[src/rtl/mips_pkg.sv]
// ============================================================================
// mips_pkg : shared constants and types for the MIPS fetch stage
// Rev 1.0  : initial release
// ============================================================================
`default_nettype none

package mips_pkg;

  localparam int          ADDR_W      = 7;
  localparam logic [31:0] RESET_PC    = 32'd0;
  localparam int          INSTR_BYTES = 4;

  typedef enum logic {
    FETCH = 1'b0,
    HOLD  = 1'b1
  } state_e;

endpackage

`default_nettype wire

[src/rtl/fetch_sequencer.sv]
// ============================================================================
// fetch_sequencer : byte-serial instruction fetch with loader port sharing
// Rev 1.0         : initial release
// ============================================================================
`default_nettype none

module fetch_sequencer #(
  parameter int          ADDR_W   = mips_pkg::ADDR_W,
  parameter logic [31:0] RESET_PC = mips_pkg::RESET_PC
) (
  input  logic              clk,
  input  logic              rst_n,
  output logic [ADDR_W-1:0] mem_addr,
  input  logic [7:0]        mem_rdata,
  output logic              mem_we,
  output logic [7:0]        mem_wdata,
  input  logic              ld_req,
  input  logic [ADDR_W-1:0] ld_addr,
  input  logic [7:0]        ld_data,
  output logic              ld_gnt,
  input  logic              redir_valid,
  input  logic [31:0]       redir_pc,
  output logic              instr_valid,
  input  logic              instr_ready,
  output logic [31:0]       instr,
  output logic [31:0]       instr_pc,
  output logic [31:0]       pc_plus4
);

  import mips_pkg::*;

  localparam logic [1:0] LAST_IDX = 2'(INSTR_BYTES - 1);

  state_e      state_q, state_d;
  logic [1:0]  byte_idx_q, byte_idx_d;
  logic [31:0] pc_q, pc_d;
  logic [31:0] instr_q, instr_d;
  logic [31:0] instr_pc_q, instr_pc_d;

  logic [4:0]  ins_shift;
  logic [31:0] ins_mask;
  logic [31:0] ins_byte;
  logic        unused_redir_lsbs;

  assign unused_redir_lsbs = ^redir_pc[1:0];

  // Loader owns the port whenever it asks; gating with rst_n keeps the grant low during reset.
  assign ld_gnt    = ld_req & rst_n;
  assign mem_we    = ld_gnt;
  assign mem_wdata = ld_data;
  assign mem_addr  = ld_gnt ? ld_addr : (pc_q[ADDR_W-1:0] + ADDR_W'(byte_idx_q));

  assign instr_valid = (state_q == HOLD);
  assign instr       = instr_q;
  assign instr_pc    = instr_pc_q;
  assign pc_plus4    = instr_pc_q + 32'd4;

  // Big-endian insert: byte 0 lands in bits [31:24].
  assign ins_shift = {byte_idx_q, 3'b000};
  assign ins_mask  = 32'hFF00_0000 >> ins_shift;
  assign ins_byte  = {mem_rdata, 24'h00_0000} >> ins_shift;

  always_comb begin
    state_d    = state_q;
    byte_idx_d = byte_idx_q;
    pc_d       = pc_q;
    instr_d    = instr_q;
    instr_pc_d = instr_pc_q;

    case (state_q)
      FETCH: begin
        if (ld_gnt) begin
          byte_idx_d = 2'd0;
        end else if (!redir_valid) begin
          instr_d = (instr_q & ~ins_mask) | ins_byte;
          if (byte_idx_q == LAST_IDX) begin
            state_d    = HOLD;
            byte_idx_d = 2'd0;
            instr_pc_d = pc_q;
          end else begin
            byte_idx_d = byte_idx_q + 2'd1;
          end
        end
      end
      HOLD: begin
        if (instr_ready) begin
          state_d    = FETCH;
          byte_idx_d = 2'd0;
          pc_d       = pc_q + 32'd4;
        end
      end
      default: state_d = FETCH;
    endcase

    // Redirect overrides any sequential PC advance, including a same-cycle handshake.
    if (redir_valid) begin
      state_d    = FETCH;
      byte_idx_d = 2'd0;
      pc_d       = {redir_pc[31:2], 2'b00};
    end
  end

  always_ff @(posedge clk or negedge rst_n) begin
    if (!rst_n) begin
      state_q    <= FETCH;
      byte_idx_q <= 2'd0;
      pc_q       <= RESET_PC;
      instr_q    <= 32'd0;
      instr_pc_q <= 32'd0;
    end else begin
      state_q    <= state_d;
      byte_idx_q <= byte_idx_d;
      pc_q       <= pc_d;
      instr_q    <= instr_d;
      instr_pc_q <= instr_pc_d;
    end
  end

endmodule

`default_nettype wire

[config.mk]
export PLATFORM = sky130hd
export DESIGN_NAME = fetch_sequencer
export DESIGN_NICKNAME = d
export VERILOG_FILES = /design/src/rtl/mips_pkg.sv /design/src/rtl/fetch_sequencer.sv
export SDC_FILE = /design/constraint.sdc
export NUM_CORES = 1
export LEC_CHECK = 0
export CORE_MARGIN = 1.5
export CORE_UTILIZATION = 46
export CTS_CLUSTER_DIAMETER = 50
export DETAILED_ROUTE_END_ITERATION = 12
export HOLD_SLACK_MARGIN = 0.05
export PLACE_DENSITY_LB_ADDON = 0.2
export SYNTH_ARGS = -nofsm -noshare
export SYNTH_HDL_FRONTEND = slang
export SYNTH_SLANG_ARGS = --single-unit
[constraint.sdc]
create_clock -name clk -period 2.8 [get_ports clk]
set_input_delay 0.84 -clock clk [delete_from_list [all_inputs] [get_ports clk]]
set_output_delay 0.84 -clock clk [all_outputs]
set_load 0.005 [all_outputs]
==> reports/metrics.json, run 1 <==
{
  "synth": {
    "synth_xor_area_frac": 0.07150,
    "syn_avg_cell_area_um2": 10.57,
    "seq_area_frac_synth": 0.4733,
    "ys_async_sr_fraction": 1.000,
    "synth_compound_area_frac": 0.1295,
    "synthesis.yosys.warnings": 0,
    "synth_simple_gate_area_frac": 0.1786,
    "ys.flop_type": "sky130_fd_sc_hd__dfrtp_1",
    "mappedNetlistArea_mm2": 0.005022,
    "synth_seq_cells": 95,
    "synth_adder_area_share": 0.01744,
    "synth_enable_flop_cells": 0,
    "post_synth_inst_count": 475,
    "synth_top_family_by_area": "simple AND/OR/NAND/NOR gates",
    "synth.distinct_cells": 43,
    "mux_contribution_to_synthesized_area": 0.07349
  },
  "grt": {
    "global_route_wire_length_before_repair_um": 21320,
    "antenna_found_initial": 0,
    "groute.usage.overall": 0.2339,
    "grt_max_degree": 54,
    "number_of_global_route_vias_before_repair": 4292,
    "gr-total-overflow": 0
  },
  "placed_design": {
    "finalWeightedCongestion": 0.7908,
    "placed_cells": 771,
    "numPortBuffers": 151,
    "placement.cell_area_mm2": 0.006792,
    "detailedPlacementHpwl_um": 9375,
    "pre_cts_ws_ns": -0.3589
  },
  "cells_and_area": {
    "postLayoutCellArea_mm2": 0.007456,
    "layout-drive-gt1-share": 0.2500,
    "final_cell_mix": "115 x sky130_fd_sc_hd__clkdlybuf4s50_1, 94 x sky130_fd_sc_hd__dfrtp_1, 50 x sky130_fd_sc_hd__buf_4, 42 x sky130_fd_sc_hd__nand2_1, 32 x sky130_fd_sc_hd__a22o_1",
    "area_growth_from_synthesis_to_layout_pct": 48.46,
    "fillers": 790,
    "layout_commonest_cell": "sky130_fd_sc_hd__clkdlybuf4s50_1",
    "layout.nets": 742,
    "utilization_after_layout": 0.7126,
    "final-instance-count-excl-fill": 816,
    "antennaDiodeCount": 0
  },
  "route": {
    "detail_route.iter0.violations": 212,
    "post_drt_via_cell_ratio": 5.504,
    "dr.pass1.iters": 4,
    "ant_nets": 0,
    "wl_per_cell_um": 16.94,
    "num_vias": 4491,
    "detail_route.wirelength_um": 13820,
    "remaining_drc_errors": 0
  },
  "critical_path": {
    "critical_path.max_stage_delay_ns": 0.39,
    "critical_path.reg2reg.startpoint": "pc_q[2]$_DFFE_PN0N_",
    "critPathMostFrequentCell": "sky130_fd_sc_hd__buf_6",
    "cp_cell_sequence": "ha_2 > and4_4 > nand3_4 > buf_6 > buf_6 > buf_6 > nor3_4 > xor2_1 > buf_2",
    "timing_worst_setup_path_type": "flip-flop to primary output",
    "ff2ff_setup_slack_ns": 0.78,
    "crit_family": "buffers and inverters",
    "worst_setup_path_end_kind": "primary output",
    "worstPathArrival_ns": 2.23,
    "crit_slowest_cell": "sky130_fd_sc_hd__dfrtp_1",
    "critical_path_peak_fanout": 3,
    "crit_start": "instr_pc[3]$_DFFE_PN0P_",
    "critPathBufInv": 4,
    "type_of_origin_of_the_critical_path": "flip-flop",
    "cp.required_ns": 1.96
  },
  "job": {
    "max_cap_viol_count": 0
  },
  "sta": {
    "fin_worst_skew_ns": 0.01023,
    "fmax_ghz": 0.3261,
    "grt_setup_unrepaired": "yes",
    "timing.final.setup_violations": 10,
    "final_period_minus_worst_setup_slack_ns": 3.066,
    "tightestPinTransition_ns": 0.6568,
    "hold_violations": 0,
    "setup_tns_ns": -0.9336,
    "hold-worst-slack_ns": 0.5143,
    "final.period_utilization": 1.095,
    "relSlewSlack": 0.5621,
    "fin_ws_ns": -0.2661,
    "slew_violations": 0
  },
  "power_and_ir_drop": {
    "vdd.ir_drop.worst_mv": 0.3769,
    "power.density_mw_per_mm2": 638.5,
    "total_power_mw": 4.761,
    "leakage_nw": 3.457
  },
  "cts": {
    "clk_root_buffer_cell": "sky130_fd_sc_hd__clkbuf_8",
    "cts_tree": "built",
    "cts.sink_count": 95,
    "cts-root-to-sink-buffers": 2,
    "htreeDepth": 3,
    "cts_bufs_inserted": 9,
    "clk_latency_ns": 0.36,
    "cts_hold_repair.buffers": 0,
    "clk_pin_slew_ns": 0.10
  },
  "floorplanning": {
    "design.core.area_mm2": 0.01046,
    "die_width_um": 107.5,
    "initial_core_util": 0.4800,
    "rows": 37,
    "fp.dieArea_mm2": 0.01155,
    "die_h_um": 107.5,
    "ios": 174
  },
  "status": {
    "violations": "setup timing",
    "status": "finished with violations"
  },
  "hold_path": {
    "hold_path_startpoint": "instr[29]$_DFFE_PN0P_",
    "holdCritPathClass": "flip-flop to flip-flop"
  }
}
registers in the layout, indices dropped and copies added, names as in the netlist:
register and count:
instr 32, instr_pc 30, pc_q 30, byte_idx_q 2, instr_valid 1
cell families after synthesis:
logic type | Yosys count
fa+ha+maj | 7
compound gates | 91
simple gates | 160
mux | 33
buf+inv | 47
xor+xnor | 41
other cells | 1
flops | 95
path summary, 6_finish.rpt:
kind                                       endpoint  cells past startpoint
min                           instr[29]$_DFFE_PN0P_                      1
max in group asynchronous  instr_pc[11]$_DFFE_PN0P_                      3
max                                    pc_plus4[24]                      9
max reg2reg                    pc_q[22]$_DFFE_PN0N_                      5
min reg2reg                   instr[29]$_DFFE_PN0P_                      1
min in group asynchronous       pc_q[5]$_DFFE_PN0N_                      2
layout make-up:
type | count | area, um^2 | area share
Clock buffer | 9 | 123.9 | 0.01661
Clock inverter | 7 | 90.09 | 0.01208
Inverter | 10 | 40.04 | 0.005370
Multi-Input combinational cell | 337 | 2600 | 0.3487
Sequential cell | 95 | 2379 | 0.3190
Tap cell | 136 | 170.2 | 0.02282
Timing Repair Buffer | 222 | 2053 | 0.2754
power by group:
group          internal, mW  leakage, nW  switching [mW]
clock                 0.433        0.101           0.524
combinational          1.17         2.18           0.659
sequential             1.69         1.18           0.279
total                  3.30         3.46            1.46
synth_stat cells, drive strengths merged (5+ instances only):
library cell / count / area (um^2)
clkbuf: 13 / 52.55
xor2: 25 / 219.0
mux2: 31 / 349.1
o31ai: 9 / 67.56
nor4: 7 / 43.79
nand3: 18 / 115.1
nand4: 15 / 127.6
nand2: 43 / 161.4
xnor2: 16 / 140.1
inv: 9 / 33.78
nor3: 5 / 25.02
a31oi: 20 / 125.1
or3: 8 / 50.05
nor2: 30 / 112.6
or4: 9 / 67.56
and4: 12 / 108.9
and3: 7 / 43.79
o21ai: 23 / 115.1
dfrtp: 95 / 2377
ha: 7 / 87.58
a22o: 32 / 280.3
buf: 24 / 187.7
timing repair:
item	4_1_cts	5_1_grt
gates cloned	1	0
setup endpoints to repair	32	24
pin swaps	19	18
resized for setup	117	30
setup buffers	19	10
metal layers:
| layer | vias to the layer above | routed length, um | GRT usage | share of wire |
|---|---|---|---|---|
| li1 | 2118 | - | - | - |
| met3 | 9 | 825 | 0.05932 | 0.060 |
| met1 | 2219 | 6036 | 0.3152 | 0.44 |
| met4 | 0 | 76 | 0.05357 | 0.0055 |
| met5 | - | 0 | 0 | 0 |
| met2 | 145 | 6881 | 0.3808 | 0.50 |
No activity file was read; power rests on OpenSTA's default activity.
==> run 2: changes to the inputs <==
- CORE_UTILIZATION: 46 -> 40
==> reports/metrics.json, run 2 (same netlist as run 1, synthesis figures left out) <==
{
  "status": {
    "status": "finished with violations",
    "violations": "setup timing"
  },
  "route": {
    "detail_route.wirelength_um": 13900,
    "post_drt_via_cell_ratio": 5.287,
    "wl_per_cell_um": 16.29,
    "ant_nets": 0,
    "dr.pass1.iters": 4,
    "num_vias": 4510,
    "detail_route.iter0.violations": 190,
    "remaining_drc_errors": 0
  },
  "critical_path": {
    "timing_worst_setup_path_type": "flip-flop to primary output",
    "critical_path.reg2reg.startpoint": "pc_q[2]$_DFFE_PN0N_",
    "critPathMostFrequentCell": "sky130_fd_sc_hd__buf_6",
    "type_of_origin_of_the_critical_path": "flip-flop",
    "cp_cell_sequence": "ha_2 > and4_4 > nand3_4 > buf_6 > buf_6 > nor4_4 > xor2_1 > buf_2",
    "crit_slowest_cell": "sky130_fd_sc_hd__dfrtp_1",
    "ff2ff_setup_slack_ns": 0.83,
    "r2r-end": "pc_q[14]$_DFFE_PN0N_",
    "critical_path.max_stage_delay_ns": 0.38,
    "reg2regPathDepth": 5,
    "cp.required_ns": 1.96,
    "worstPathArrival_ns": 2.07,
    "critical_path_peak_fanout": 3,
    "worst_setup_path_end_kind": "primary output"
  },
  "floorplanning": {
    "die_width_um": 115.1,
    "ios": 174,
    "design.core.area_mm2": 0.01211,
    "die_h_um": 115.1,
    "rows": 40,
    "initial_core_util": 0.4147,
    "fp.dieArea_mm2": 0.01324
  },
  "sta": {
    "relSlewSlack": 0.4589,
    "timing.final.setup_violations": 5,
    "tightestPinTransition_ns": 0.8116,
    "final_period_minus_worst_setup_slack_ns": 2.909,
    "setup_tns_ns": -0.2653,
    "hold_violations": 0,
    "slew_violations": 0,
    "fmax_ghz": 0.3438,
    "final.period_utilization": 1.039,
    "grt_setup_unrepaired": "yes",
    "fin_worst_skew_ns": 0.009600,
    "fin_ws_ns": -0.1085,
    "hold-worst-slack_ns": 0.5045
  },
  "power_and_ir_drop": {
    "vdd.ir_drop.worst_mv": 0.3848,
    "leakage_nw": 3.473,
    "power.density_mw_per_mm2": 681.0
  },
  "hold_path": {
    "holdPathEnd": "instr[9]$_DFFE_PN0P_",
    "holdCritPathClass": "flip-flop to flip-flop",
    "min_delay_path_depth": 1,
    "hold_path_startpoint": "instr[9]$_DFFE_PN0P_"
  },
  "cells_and_area": {
    "fillers": 1010,
    "largest_reg_flops": 32,
    "final_cell_mix": "115 x sky130_fd_sc_hd__clkdlybuf4s50_1, 95 x sky130_fd_sc_hd__dfrtp_1, 68 x sky130_fd_sc_hd__buf_4, 42 x sky130_fd_sc_hd__nand2_1, 32 x sky130_fd_sc_hd__a22o_1",
    "multi_input_comb_area_mm2": 0.002596,
    "layout.nets": 747,
    "antennaDiodeCount": 0,
    "area_taken_by_flip_flops_and_latches_mm2": 0.002377,
    "area_growth_from_synthesis_to_layout_pct": 50.85,
    "layout-drive-gt1-share": 0.2540,
    "layout_commonest_cell": "sky130_fd_sc_hd__clkdlybuf4s50_1"
  },
  "grt": {
    "global_route_wire_length_before_repair_um": 22190,
    "antenna_found_initial": 0,
    "grt_max_degree": 64,
    "number_of_global_route_vias_before_repair": 4501,
    "groute.usage.overall": 0.2104,
    "gr-total-overflow": 0
  },
  "placed_design": {
    "numPortBuffers": 151,
    "detailedPlacementHpwl_um": 9405,
    "finalWeightedCongestion": 0.7760
  },
  "job": {
    "max_cap_viol_count": 0
  },
  "cts": {
    "cts-root-to-sink-buffers": 2,
    "clk_latency_ns": 0.34,
    "cts_hold_repair.buffers": 0,
    "clk_pin_slew_ns": 0.07,
    "htreeDepth": 3,
    "cts_bufs_inserted": 9,
    "clk_root_buffer_cell": "sky130_fd_sc_hd__clkbuf_16",
    "cts_tree": "built",
    "cts.sink_count": 95
  }
}
run 2: cell count changes in the layout (fill, tap and decap cells not counted), moves of 5 or more:
cell / previous run / this run
sky130_fd_sc_hd__buf_6: 21 / 8
sky130_fd_sc_hd__clkbuf_16: 0 / 9
sky130_fd_sc_hd__clkbuf_2: 1 / 6
sky130_fd_sc_hd__buf_2: 15 / 9
sky130_fd_sc_hd__clkbuf_8: 9 / 0
sky130_fd_sc_hd__buf_4: 50 / 68
run 2: worst max path at each step:
| stage | start | endpoint | depth (start not counted) |
|---|---|---|---|
| after floorplan | ld_req | mem_addr[1] | 3 |
| after global placement | ld_req | mem_addr[5] | 5 |
| after detailed placement | ld_req | mem_addr[3] | 5 |
| after CTS | instr_pc[2]$_DFFE_PN0P_ | pc_plus4[30] | 8 |
| after global routing | instr_pc[3]$_DFFE_PN0P_ | pc_plus4[26] | 8 |
| final | instr_pc[2]$_DFFE_PN0P_ | pc_plus4[26] | 8 |
run 2: report_power, final:
group,switching [mW],internal [mW],total [mW]
Sequential,0.288,1.69,1.98
Combinational,0.666,1.18,1.84
Clock,0.540,0.794,1.33
Total,1.49,3.67,5.16
run 2: repair_timing:
action,4_1_cts,5_1_grt
cloned,2,0
pin swaps,15,12
setup endpoints to repair,32,20
setup buffers,19,13
resized for setup,87,39
run 2: area by class of cell:
cell class,instances,area share
inverter,10,0.005120
tap,168,0.02775
multi-input combinational,338,0.3427
clock inverter,7,0.01371
timing repair buffer,226,0.2672
clock buffer,9,0.02973
sequential,95,0.3138
run 2: worst max-delay path, delay by kind of cell, from the launching register on:
| family | cells | cell delay (ns) |
|---|---|---|
| xor gates and xnor gates | 1 | 0.17 |
| adders and majority gates | 1 | 0.19 |
| buffers and inverters | 3 | 0.40 |
| DFF | 1 | 0.38 |
| and+or+nand+nor | 3 | 0.60 |
run 2: per-layer routing:
layer  global-route usage  up-vias  wire [um]
met5                    0        -          0
met4              0.06584        0        238
met3              0.04533       21        734
met2               0.3587      139       6756
met1               0.2685     2211       6169
li1                     -     2139          -
run 2: per-stage QoR:
step	util	setup slack (ns)	cells	power, mW	area (um^2)
finish	0.6255	-0.1085	853	5.159	7576
global route	0.6255	-0.1825	853	5.442	7576
CTS	0.6161	-0.1714	841	5.195	7462
detailed placement	0.5647	-0.3883	804	3.849	6839
global placement	0.5647	-0.3416	804	3.802	6839
floorplan	-	0.4155	479	2.566	5037
==> run 3: changes to the inputs <==
- CTS_BUF_LIST: not set -> sky130_fd_sc_hd__clkbuf_8
==> reports/metrics.json, run 3 (same netlist as run 1, synthesis figures left out) <==
{
  "power_and_ir_drop": {
    "share_seq_of_total_power": 0.409,
    "p_sw_frac": 0.2987,
    "leakage_nw": 3.435,
    "vdd.ir_drop.worst_mv": 0.3596,
    "power.density_mw_per_mm2": 640.7,
    "p_int_mw": 3.374,
    "p_switching_mw": 1.437,
    "combinational_fraction_of_design_power": 0.380,
    "clock_power_share": 0.211
  },
  "sta": {
    "final.period_utilization": 1.039,
    "hold_violations": 0,
    "timing.final.setup_violations": 7,
    "fin_worst_skew_ns": 0.01068,
    "hold-worst-slack_ns": 0.5122,
    "fin_ws_ns": -0.1098,
    "slew_violations": 0,
    "setup_tns_ns": -0.3000,
    "tightestPinTransition_ns": 0.8094,
    "relSlewSlack": 0.4604,
    "grt_setup_unrepaired": "yes",
    "final_period_minus_worst_setup_slack_ns": 2.910,
    "fmax_ghz": 0.3437
  },
  "route": {
    "detail_route.iter0.violations": 184,
    "dr.pass1.iters": 4,
    "ant_nets": 0,
    "detail_route.wirelength_um": 13550,
    "remaining_drc_errors": 0,
    "wl_per_cell_um": 15.82,
    "post_drt_via_cell_ratio": 5.266,
    "num_vias": 4508
  },
  "critical_path": {
    "worstPathArrival_ns": 2.07,
    "timing_worst_setup_path_type": "flip-flop to primary output",
    "type_of_origin_of_the_critical_path": "flip-flop",
    "r2r-end": "pc_q[22]$_DFFE_PN0N_",
    "critical_path.reg2reg.startpoint": "pc_q[2]$_DFFE_PN0N_",
    "crit_slowest_cell": "sky130_fd_sc_hd__dfrtp_1",
    "crit_family": "simple AND/OR/NAND/NOR gates",
    "cp_cell_sequence": "and4_4 > nand4_1 > buf_6 > buf_6 > buf_6 > nor4_4 > xor2_1 > buf_2",
    "ff2ff_setup_slack_ns": 0.83,
    "cp.required_ns": 1.96,
    "critPathMostFrequentCell": "sky130_fd_sc_hd__buf_6",
    "critPathBufInv": 4,
    "worst_setup_path_end_kind": "primary output",
    "critical_path.max_stage_delay_ns": 0.37,
    "crit_start": "instr_pc[7]$_DFFE_PN0P_",
    "critical_path_peak_fanout": 4,
    "reg2regPathDepth": 5
  },
  "floorplanning": {
    "initial_core_util": 0.4147,
    "die_h_um": 115.1,
    "ios": 174,
    "rows": 40,
    "die_width_um": 115.1,
    "fp.dieArea_mm2": 0.01324,
    "design.core.area_mm2": 0.01211
  },
  "cts": {
    "clk_pin_slew_ns": 0.10,
    "clk_root_buffer_cell": "sky130_fd_sc_hd__clkbuf_8",
    "clk_latency_ns": 0.36,
    "cts_bufs_inserted": 9,
    "htreeDepth": 3,
    "cts.sink_count": 95,
    "cts-root-to-sink-buffers": 2,
    "cts_tree": "built"
  },
  "grt": {
    "number_of_global_route_vias_before_repair": 4412,
    "global_route_wire_length_before_repair_um": 21820,
    "antenna_found_initial": 0,
    "gr-total-overflow": 0,
    "grt_max_degree": 64,
    "groute.usage.overall": 0.2063
  },
  "cells_and_area": {
    "area_growth_from_synthesis_to_layout_pct": 49.50,
    "fillers": 1020,
    "final_cell_mix": "115 x sky130_fd_sc_hd__clkdlybuf4s50_1, 95 x sky130_fd_sc_hd__dfrtp_1, 66 x sky130_fd_sc_hd__buf_4, 42 x sky130_fd_sc_hd__nand2_1, 32 x sky130_fd_sc_hd__a22o_1",
    "layout_commonest_cell": "sky130_fd_sc_hd__clkdlybuf4s50_1",
    "layout-drive-gt1-share": 0.2587,
    "layout.nets": 750,
    "largest_reg_flops": 32,
    "antennaDiodeCount": 0
  },
  "hold_path": {
    "hold_path_startpoint": "instr[9]$_DFFE_PN0P_",
    "min_delay_path_depth": 1,
    "holdCritPathClass": "flip-flop to flip-flop",
    "holdPathEnd": "instr[9]$_DFFE_PN0P_"
  },
  "placed_design": {
    "finalWeightedCongestion": 0.7760,
    "numPortBuffers": 151,
    "detailedPlacementHpwl_um": 9405
  },
  "status": {
    "status": "finished with violations",
    "violations": "setup timing"
  },
  "job": {
    "max_cap_viol_count": 0
  }
}
run 3: how the worst max path moves through the flow:
| stage | to | slack [ns] | cells past startpoint |
|---|---|---|---|
| 2_1_floorplan | mem_addr[1] | 0.42 | 3 |
| 5_1_grt | pc_plus4[31] | -0.16 | 8 |
| 3_5_place_dp | mem_addr[3] | -0.39 | 5 |
| 6_report | pc_plus4[31] | -0.11 | 8 |
| 3_3_place_gp | mem_addr[5] | -0.34 | 5 |
| 4_1_cts | pc_plus4[27] | -0.11 | 8 |
run 3: layout make-up:
| class | instances | area, um^2 | share of cell area |
|---|---|---|---|
| Clock buffer | 9 | 123.9 | 0.01650 |
| Clock inverter | 7 | 103.9 | 0.01383 |
| Inverter | 10 | 38.79 | 0.005166 |
| Multi-Input combinational cell | 338 | 2608 | 0.3473 |
| Sequential cell | 95 | 2377 | 0.3166 |
| Tap cell | 168 | 210.2 | 0.02800 |
| Timing Repair Buffer | 229 | 2047 | 0.2726 |
run 3: layer usage:
layer	vias to the layer above	global-route usage	wire length, um
li1	2141	-	-
met1	2216	0.2709	6125
met2	140	0.3468	6540
met3	11	0.05061	768
met4	0	0.04691	110
met5	-	0	0
run 3: per-stage QoR:
stage | worst slack (ns) | instances | area [um^2] | util | power (mW)
after floorplan | 0.4155 | 479 | 5037 | - | 2.566
after global placement | -0.3416 | 804 | 6839 | 0.5647 | 3.802
after detailed placement | -0.3883 | 804 | 6839 | 0.5647 | 3.849
after CTS | -0.1069 | 845 | 7412 | 0.6120 | 4.853
after global routing | -0.1573 | 856 | 7508 | 0.6199 | 5.097
final | -0.1098 | 856 | 7508 | 0.6199 | 4.811
run 3: worst register-to-register path, delay by kind of cell, from the launching register on:
kind | cells | cell delay, ns
simple gates | 3 | 1.05
flops | 1 | 0.46
fa+ha+maj | 1 | 0.22
compound gates | 1 | 0.17
run 3: repair_timing:
| action | in CTS | in global routing |
|---|---|---|
| setup endpoints to repair | 32 | 21 |
| gates cloned | 2 | 0 |
| resized for setup | 117 | 21 |
| setup buffers | 23 | 12 |
| hold buffers | 0 | 0 |
| pin swaps | 18 | 12 |
run 3: power by group through the flow:
| stage | clock [mW] | sequential [mW] | combinational [mW] |
|---|---|---|---|
| 5_1_grt | 1.10 | 2.02 | 1.98 |
| 6_report | 1.01 | 1.97 | 1.83 |
| 3_5_place_dp | 0 | 1.96 | 1.89 |
| 3_3_place_gp | 0 | 1.96 | 1.85 |
| 4_1_cts | 1.05 | 1.96 | 1.84 |
| 2_1_floorplan | 0 | 2.02 | 0.550 |
